===== config.mk =====
export PLATFORM = sky130hd
export DESIGN_NAME = dmux_dispatch
export DESIGN_NICKNAME = d
export VERILOG_FILES = /design/src/rtl/dmux_dispatch.sv
export SDC_FILE = /design/constraint.sdc
export NUM_CORES = 1
export LEC_CHECK = 0
export ABC_CLOCK_PERIOD_IN_PS = 2000
export BUFFER_PORTS_ARGS = -buffer_cell sky130_fd_sc_hd__clkbuf_2
export CORE_ASPECT_RATIO = 0.5
export CORE_MARGIN = 1
export CORE_UTILIZATION = 48
export DETAILED_ROUTE_END_ITERATION = 16
export PLACE_DENSITY = 0.77
export SLEW_MARGIN = 20
export SYNTH_ARGS = -nofsm -noshare
export SYNTH_HDL_FRONTEND = slang
export SYNTH_SLANG_ARGS = --single-unit

===== constraint.sdc =====
create_clock -name clk -period 2 [get_ports clk]
set_input_delay 0.2 -clock clk [delete_from_list [all_inputs] [get_ports clk]]
set_output_delay 0.2 -clock clk [all_outputs]
set_load 0.1 [all_outputs]

===== src/rtl/dmux_dispatch.sv =====
// dmux_dispatch: 2-entry FIFO feeding the 1-to-4 demux with per-channel delivered-word counters
module dmux_dispatch #(
    parameter int DW = 32,
    parameter int CW = 8
) (
    input  logic          clk,
    input  logic          rst_n,
    input  logic          in_valid,
    output logic          in_ready,
    input  logic [DW-1:0] in_data,
    input  logic [1:0]    in_dest,
    input  logic          rr_mode,
    output logic [1:0]    sel,
    output logic [DW-1:0] din,
    output logic          out_valid,
    input  logic [3:0]    ch_ready,
    output logic [CW-1:0] cnt0,
    output logic [CW-1:0] cnt1,
    output logic [CW-1:0] cnt2,
    output logic [CW-1:0] cnt3
);
    typedef enum logic [1:0] {EMPTY, ONE, FULL} occ_t;
    occ_t state, state_nx;
    logic [DW-1:0] d0, d1;
    logic [1:0] t0, t1, rr_ptr, dest;
    logic [CW-1:0] cnt [4];
    logic push, pop;
    assign in_ready  = state != FULL;
    assign out_valid = state != EMPTY;
    assign sel       = out_valid ? t0 : '0;
    assign din       = out_valid ? d0 : '0;
    assign push      = in_valid && in_ready;
    assign pop       = out_valid && ch_ready[t0];
    assign dest      = rr_mode ? rr_ptr : in_dest;
    assign cnt0      = cnt[0];
    assign cnt1      = cnt[1];
    assign cnt2      = cnt[2];
    assign cnt3      = cnt[3];
    always_comb begin
        state_nx = state;
        unique case (state)
            EMPTY:   state_nx = push ? ONE : EMPTY;
            ONE:     state_nx = (push && !pop) ? FULL : (pop && !push) ? EMPTY : ONE;
            FULL:    state_nx = pop ? ONE : FULL;
            default: state_nx = EMPTY;
        endcase
    end
    always_ff @(posedge clk or negedge rst_n)
        if (!rst_n) state <= EMPTY;
        else        state <= state_nx;
    // Entry 0 is always the head; entry 1 shifts down on pop.
    always_ff @(posedge clk or negedge rst_n) begin
        if (!rst_n) begin
            d0     <= '0;
            d1     <= '0;
            t0     <= '0;
            t1     <= '0;
            rr_ptr <= '0;
            for (int k = 0; k < 4; k++) cnt[k] <= '0;
        end else begin
            if (push && rr_mode) rr_ptr <= rr_ptr + 2'd1;
            if (pop) begin
                cnt[t0] <= cnt[t0] + CW'(1);
                d0      <= d1;
                t0      <= t1;
            end
            if (push && (state == EMPTY || (state == ONE && pop))) begin
                d0 <= in_data;
                t0 <= dest;
            end
            if (push && state == ONE && !pop) begin
                d1 <= in_data;
                t1 <= dest;
            end
        end
    end
endmodule

; ---- Word level (Yosys, flattened, before mapping)
; Index checks and enable logic that the tools add are counted.
[word_totals]
ff_bits = 104
latchBits = 0
ramBits = 0
romBits = 0
inputBits = 42
out_inout_bits = 68
memories = 0
[op_classes]
addsub = 2
mul = 0
div_mod_pow = 0
magnitude_cmp = 3
eq_ne = 3
n_shift = 0
muxes = 20
n_bitwise = 1
n_reduce_logical = 16
[ops]
columns = operator, count
row1 = 2-to-1 mux 32 bit, 3
row2 = bitwise mux 32 bit, 1
row3 = 2-to-1 mux 8 bit, 3
row4 = binary-select mux 8 bit (select 2 bit), 1
row5 = demux 8 bit (select 2 bit), 1
row6 = 2-to-1 mux 2 bit, 6
row7 = logical AND 1 bit, 10
row8 = adder 8 x 1 -> 8 bit (second input constant), 1
row9 = one-hot mux 2 bit (3 select lines), 1
row10 = nonzero test 2 bit, 2
row11 = >= comparator 3 bit (second input constant), 1
row12 = less-than comparator 2 x 3 -> 1 bit (second input constant), 1
row13 = less-than comparator 3 x 1 -> 1 bit (second input constant), 1
row14 = 2-to-1 mux 1 bit, 3
row15 = NOT 2 -> 3 bit, 1
row16 = adder 2 x 1 -> 2 bit (second input constant), 1
row17 = binary-select mux 1 bit (select 2 bit), 1
row18 = equality test 2 x 1 -> 1 bit (second input constant), 1
row19 = equality test 2 bit (second input constant), 1
row20 = logical NOT 1 bit, 2
row21 = logical NOT 2 bit, 1
row22 = inequality test 2 bit (second input constant), 1
row23 = logical OR 1 bit, 1

; ---- Logic depth before layout (Yosys ltp)
; Gate-level depths: netlist of run 1.
[logic_depth]
depth_word = 7
depth_mapped = 8

; ---- Worst setup path before layout of run 1
; OpenSTA, ideal clock, no wires.
[synth_path]
kind = flip-flop to output port
startpoint = reg state[1]
endpoint = out din[23]
arrival_time_ns = 2.568
t_required_ns = 1.800
setup_slack_ns = -0.768
stages_incl_launch_ff = 5
n_path_buf = 2
cell_sequence = dfrtp_1 or2_2 buf_2 clkbuf_1 and2_1
[synth_via]
elab_chain_cells = 2
[synth_lines]
columns = item, line_no
row1 = from (decl), 23  ; occ_t state, state_nx;
row2 = from (signal assigned), 50  ; else state <= state_nx;
row3 = nonzero test 2 bit, 29  ; assign out_valid = state != EMPTY;
row4 = named net out_valid, 15  ; output logic out_valid,
row5 = 2-to-1 mux 32 bit, 31  ; assign din = out_valid ? d0 : '0;
row6 = to (decl), 14  ; output logic [DW-1:0] din,
; The timed path passes the listed nets, and every way through them passes these cells.

; ---- Final worst setup path of run 1
[layout_path]
startpoint = reg t0[0]
endpoint = reg d0[30]
[layout_via]
elab_chain_cells = 7
word_cells_on_any_way = 8
classes_between = 3 x mux / 5 x reduce/logical
[layout_lines]
columns = item, line_no
row1 = from (decl), 25  ; logic [1:0] t0, t1, rr_ptr, dest;
row2 = from (signal assigned), 65  ; t0 <= t1;
row3 = from (signal assigned), 69  ; t0 <= dest;
row4 = binary-select mux 1 bit (select 2 bit) *, 33  ; assign pop = out_valid && ch_ready[t0];
row5 = 2-to-1 mux 1 bit (not written as such) *, 33
row6 = logical AND 1 bit *, 33
row7 = logical AND 1 bit, 67  ; if (push && (state == EMPTY || (state == ONE && pop))) begin
row8 = logical OR 1 bit, 67
row9 = logical AND 1 bit, 67
row10 = 2-to-1 mux 32 bit / nonzero test 2 bit (equally long branches), -
row11 = to (signal assigned), 68  ; d0 <= in_data;
row12 = to (decl), 24  ; logic [DW-1:0] d0, d1;
; Mark *: on every way between the ends. The rest lies on a longest branch, timed or not. The select of a mux whose other input is x is not followed.
; A chain may end at the register's enable or synchronous reset.

==> results.cfg, run 1 <==
[finish]
layout_commonest_cell = dfrtp_1
fin_cells = 643
fin_util_pct = 74.7
syn_to_final_growth_pct = 45.0
drive_gt1_share_pct = 50.5
diodes = 0
final_nets = 552
final_cell_mix = dfrtp_1 (81), clkbuf_2 (73), buf_12 (40), a222oi_1 (32), inv_1 (32)

[routing]
routed_wl_um = 12400
vias = 3618
drt_pass1_iterations = 9
top_layer_used = met4
route.met3.wl_um = 780
routed_via_density = 5.63
first_iter_violations = 345
wl_met1_um = 5070
postRouteAntennaNets = 0
avgRoutedWirePerCell_um = 19.2
drc = 0
wl_met2_um = 6220

[hold_path]
holdPathEnd = d0[20]$_DFFE_PN0P_
holdCritPathClass = in2reg
holdPathStages = 3
holdCritStartpoint = in_data[20]

[setup_path]
regToRegSetupSlack_ns = -0.11
endpoint_kind = flop
cp.required_ns = 2.21
r2r_start = t0[0]$_DFFE_PN0P_
worstPathMaxFanout = 17
startpoint_type = flop
worstPathArrival_ns = 2.31
r2r_cells = 6
crit_type = reg2reg
r2r_end = d0[30]$_DFFE_PN0P_

[yosys]
synth_area_leader_cell = dfrtp_1
synth_cells = 383
ys_ff_latch = 104
synth.distinct_cells = 32
synth_top_area_share_pct = 55.9
synth_area_leaders = dfrtp_1 (56%), mux2_2 (7.3%), a222oi_1 (6.9%)
syn_nets = 427
yosys_warnings = 0
syn_avg_cell_area_sq_um = 12.1
synth_area_sq_um = 4650
yosysSeqAreaShare_pct = 55.9

[timing]
finalClockSkew_ns = 0.0108
finalHoldViolations = 0
final-max-slew-violation-count = 0
whs_ns = 0.0846
slew_headroom_pct = 63.4
period_share_pct = 105
fmax_mhz = 475
fin_crit_ns = 2.11
worst_slack_ns = -0.105
setup_viol = 33
rsz0062_at_grt = true
worst_pin_slew_ns = 0.552

[floorplan]
start_util_pct = 51.5
core-area_sq_um = 9040
dieArea_sq_um = 10100
pin_count = 110
fp.dieH_um = 71.6
die_w_um = 141
num_rows = 24

[global_routing]
antenna_found_initial = 0
track_usage_pct = 23.4
grt_first_pass_wirelength_um = 17900
grt_max_degree = 58
first_global_vias = 3446
grt_overflow = 0

[clock_tree]
cts_sinks = 104
insertion_delay_ns = 0.35
clk_pin_slew_ns = 0.07
cts_tree = done
htree_levels = 3
cts_buffers = 9
cts_root_buf = clkbuf_16
clock_path_buffers = 2

[run]
cap_violations = 0

[run_status]
status = complete, but fails checks
violations = negative setup slack

[placed_design]
gp_congestion = 0.837
place_inst = 617
pre_cts_slack_ns = -0.0255
port_buffers = 109
hpwl_um = 7200
cell type report:
cell class | instances | area (sq um)
sequential | 104 | 2630
tap | 130 | 163
inverter | 32 | 120
fill | 538 | 2290
clock buffer | 11 | 243
clock inverter | 5 | 56.3
timing repair buffer | 141 | 1490
multi-input combinational | 220 | 2040
Yosys cell counts:
master / count
a21oi_1: 17
a221o_1: 2
a222oi_1: 32
and2_1: 35
and2_4: 1
and3b_1: 2
buf_2: 9
buf_6: 6
clkbuf_1: 11
clkbuf_8: 1
dfrtp_1: 104
ha_1: 2
inv_1: 32
mux2_1: 6
mux2_2: 30
mux2i_1: 3
mux4_1: 3
mux4_2: 6
nand2_1: 21
nand2b_1: 1
nand2b_4: 1
nand3_1: 5
nand3_2: 1
nor2_1: 19
nor2b_1: 5
nor3_1: 1
nor3b_2: 1
o21a_1: 1
o21ai_0: 16
or2_2: 1
xnor2_1: 6
xor2_1: 2
how the worst max path moves through the flow:
| stage | start | endpoint | depth (start not counted) |
|---|---|---|---|
| 6_report | t0[0]$_DFFE_PN0P_ | d0[30]$_DFFE_PN0P_ | 6 |
| 5_1_grt | t0[0]$_DFFE_PN0P_ | d0[30]$_DFFE_PN0P_ | 6 |
| 4_1_cts | t0[0]$_DFFE_PN0P_ | d1[28]$_DFFE_PN0P_ | 6 |
| 3_5_place_dp | t0[0]$_DFFE_PN0P_ | d1[2]$_DFFE_PN0P_ | 5 |
| 3_3_place_gp | t0[0]$_DFFE_PN0P_ | cnt2[7]$_DFFE_PN0P_ | 6 |
| 2_1_floorplan | state[1]$_DFF_PN0_ | din[23] | 4 |
through the flow:
stage          setup TNS, ns  instance area (sq um)
2_1_floorplan          -1.37                   4770
3_3_place_gp               0                   6080
3_5_place_dp          -0.299                   6080
4_1_cts               -0.721                   6470
5_1_grt                -4.76                   6750
6_report              -0.916                   6750
registers in the layout (all words and copies together) (netlist names):
signal and cells:
t1 2, d1 32, cnt2 8, cnt3 8, cnt1 8, t0 2
cnt0 8, state 2, rr_ptr 2, d0 32
timing repair:
item | in CTS | in global routing
buffers inserted | 2 | 3
pin swaps | 3 | 33
endpoints found under the setup margin | 29 | 110
resized for setup | 9 | 51
endpoints found under the hold margin | 29 | 0
cloned | 1 | 3
hold buffers | 1 | 0
critical path, cell delays in order, from the launching register on:
cell and delay (ns):
dfrtp_1 0.37, mux4_2 0.52, buf_4 0.18, o21a_4 0.14, clkbuf_16 0.19, a222oi_1 0.45, inv_1 0.10
per-layer routing:
metal | track usage [%] | up-vias
li1 | - | 1614
met1 | 30.9 | 1828
met2 | 38.9 | 149
met3 | 5.88 | 27
met4 | 6.76 | 0
met5 | 0 | -
kinds of logic after synthesis:
kind of cell    synth area share (%)
simple gates                    10.9
buf+inv                         6.18
fa+ha+maj                      0.538
xor+xnor                        1.51
compound gates                  11.0
mux                             14.0
flops                           55.9
Power of run 1 is not shown: default switching activity piles up to over one toggle a cycle in this logic, so the estimate is an artifact.
==> run 2: changes to the inputs <==
Settings changed: ABC_CLOCK_PERIOD_IN_PS 2000 to 2200, CORE_UTILIZATION 48 to 54, PLACE_DENSITY 0.77 to 0.82.
Clock period 2 ns to 2.2 ns, I/O delays scaled along.
==> results.cfg, run 2 (same netlist as run 1, synthesis figures left out) <==
[setup_path]
endpoint_kind = output pin
r2r_start = t0[0]$_DFFE_PN0P_
worstPathMaxFanout = 25
crit_type = reg2out
regToRegSetupSlack_ns = 0.08
r2r_cells = 7
startpoint_type = flop
cp-startpoint = state[0]$_DFF_PN0_
r2r_end = cnt3[6]$_DFFE_PN0P_
worstPathArrival_ns = 1.90
cp.required_ns = 1.98

[finish]
diodes = 0
fillers = 532
final_cell_mix = dfrtp_1 (102), clkbuf_2 (74), a222oi_1 (32), inv_1 (32), mux2_2 (30)
layout_commonest_cell = dfrtp_1
fin_util_pct = 73.5
final_nets = 538
reg.largest.list = d0 x32, d1 x32
syn_to_final_growth_pct = 29.0
drive_gt1_share_pct = 39.5

[global_routing]
antenna_found_initial = 0
first_global_vias = 3484
track_usage_pct = 25.0
grt_first_pass_wirelength_um = 17100
grt_overflow = 0
grt_max_degree = 50

[floorplan]
die_w_um = 133
pin_count = 110
dieArea_sq_um = 9020
start_util_pct = 56.9
fp.dieH_um = 67.6
num_rows = 23
core-area_sq_um = 8170

[routing]
avgRoutedWirePerCell_um = 17.3
postRouteAntennaNets = 0
routed_wl_um = 10600
first_iter_violations = 351
vias = 3508
drt_pass1_iterations = 7
drc = 0
routed_via_density = 5.74

[clock_tree]
cts_root_buf = clkbuf_16
clk_pin_slew_ns = 0.07
htree_levels = 3
insertion_delay_ns = 0.34
cts_buffers = 9
cts_sinks = 104
clock_path_buffers = 2
cts_tree = done

[timing]
slew_headroom_pct = 57.7
worst_pin_slew_ns = 0.634
whs_ns = 0.104
fmax_mhz = 471
fin_crit_ns = 2.12
finalHoldViolations = 0
final-max-slew-violation-count = 0
period_share_pct = 96.6
finalClockSkew_ns = 0.00599
setup_viol = 0

[hold_path]
holdPathEnd = d0[8]$_DFFE_PN0P_
holdPathStages = 3
holdCritPathClass = in2reg
holdCritStartpoint = in_data[8]

[run]
cap_violations = 0

[placed_design]
hpwl_um = 7120
port_buffers = 109
gp_congestion = 0.852

[run_status]
status = finished clean
[run 2: cell types whose count changed in the layout (fill, tap and decap cells not counted), sizes merged]
cell,change
bufinv,+1
buf,-12
clkinvlp,-1
clkbuf,-2
[run 2: how the worst max path moves through the flow]
stage	to	slack (ns)
6_report	din[26]	0.08
5_1_grt	cnt3[6]$_DFFE_PN0P_	-0.08
4_1_cts	din[12]	0.02
3_5_place_dp	cnt3[2]$_DFFE_PN0P_	0.12
3_3_place_gp	d1[21]$_DFFE_PN0P_	0.17
2_1_floorplan	din[23]	-0.09
[run 2: timing repair]
action | CTS | global route
resized for setup | 1 | 23
hold endpoints to repair | 47 | 0
buffers inserted | 0 | 0
setup endpoints to repair | 25 | 32
hold buffers | 1 | 0
pin swaps | 0 | 1
[run 2: metrics by stage]
stage          TNS (ns)  std cells  setup WS (ns)  area (sq um)
2_1_floorplan   -0.0874        383        -0.0874          4670
3_3_place_gp          0        594          0.172          5580
3_5_place_dp          0        594          0.115          5580
4_1_cts               0        611         0.0232          5920
5_1_grt          -0.168        611        -0.0766          6000
6_report              0        611         0.0754          6000
[run 2: metal layers]
metal  up-vias  share of wire (%)  global-route usage [%]  wire (um)
li1       1593                  -                       -          -
met1      1775                 42                    31.5       4450
met2       126                 51                    43.6       5460
met3        14                5.3                    5.56        563
met4         0                1.3                    8.66        136
met5         -                  0                       0          0
[run 2: area by class of cell]
cell class	count	area, sq um	area share [%]
well taps	112	140	2.33
inverters	32	120	2.00
flip-flops and latches	104	2610	43.4
clock buffers	11	253	4.21
repair buffers	127	1010	16.8
multi-input cells	220	1800	30.0
clock inverters	5	78.8	1.31
[run 2: worst max-delay path, stage by stage, from the launching register on]
cell	delay, ns
dfrtp_2	0.45
or2_4	0.32
buf_4	0.17
buf_4	0.20
and2_2	0.24
buf_12	0.17
Power of run 2 is left out for the same reason.
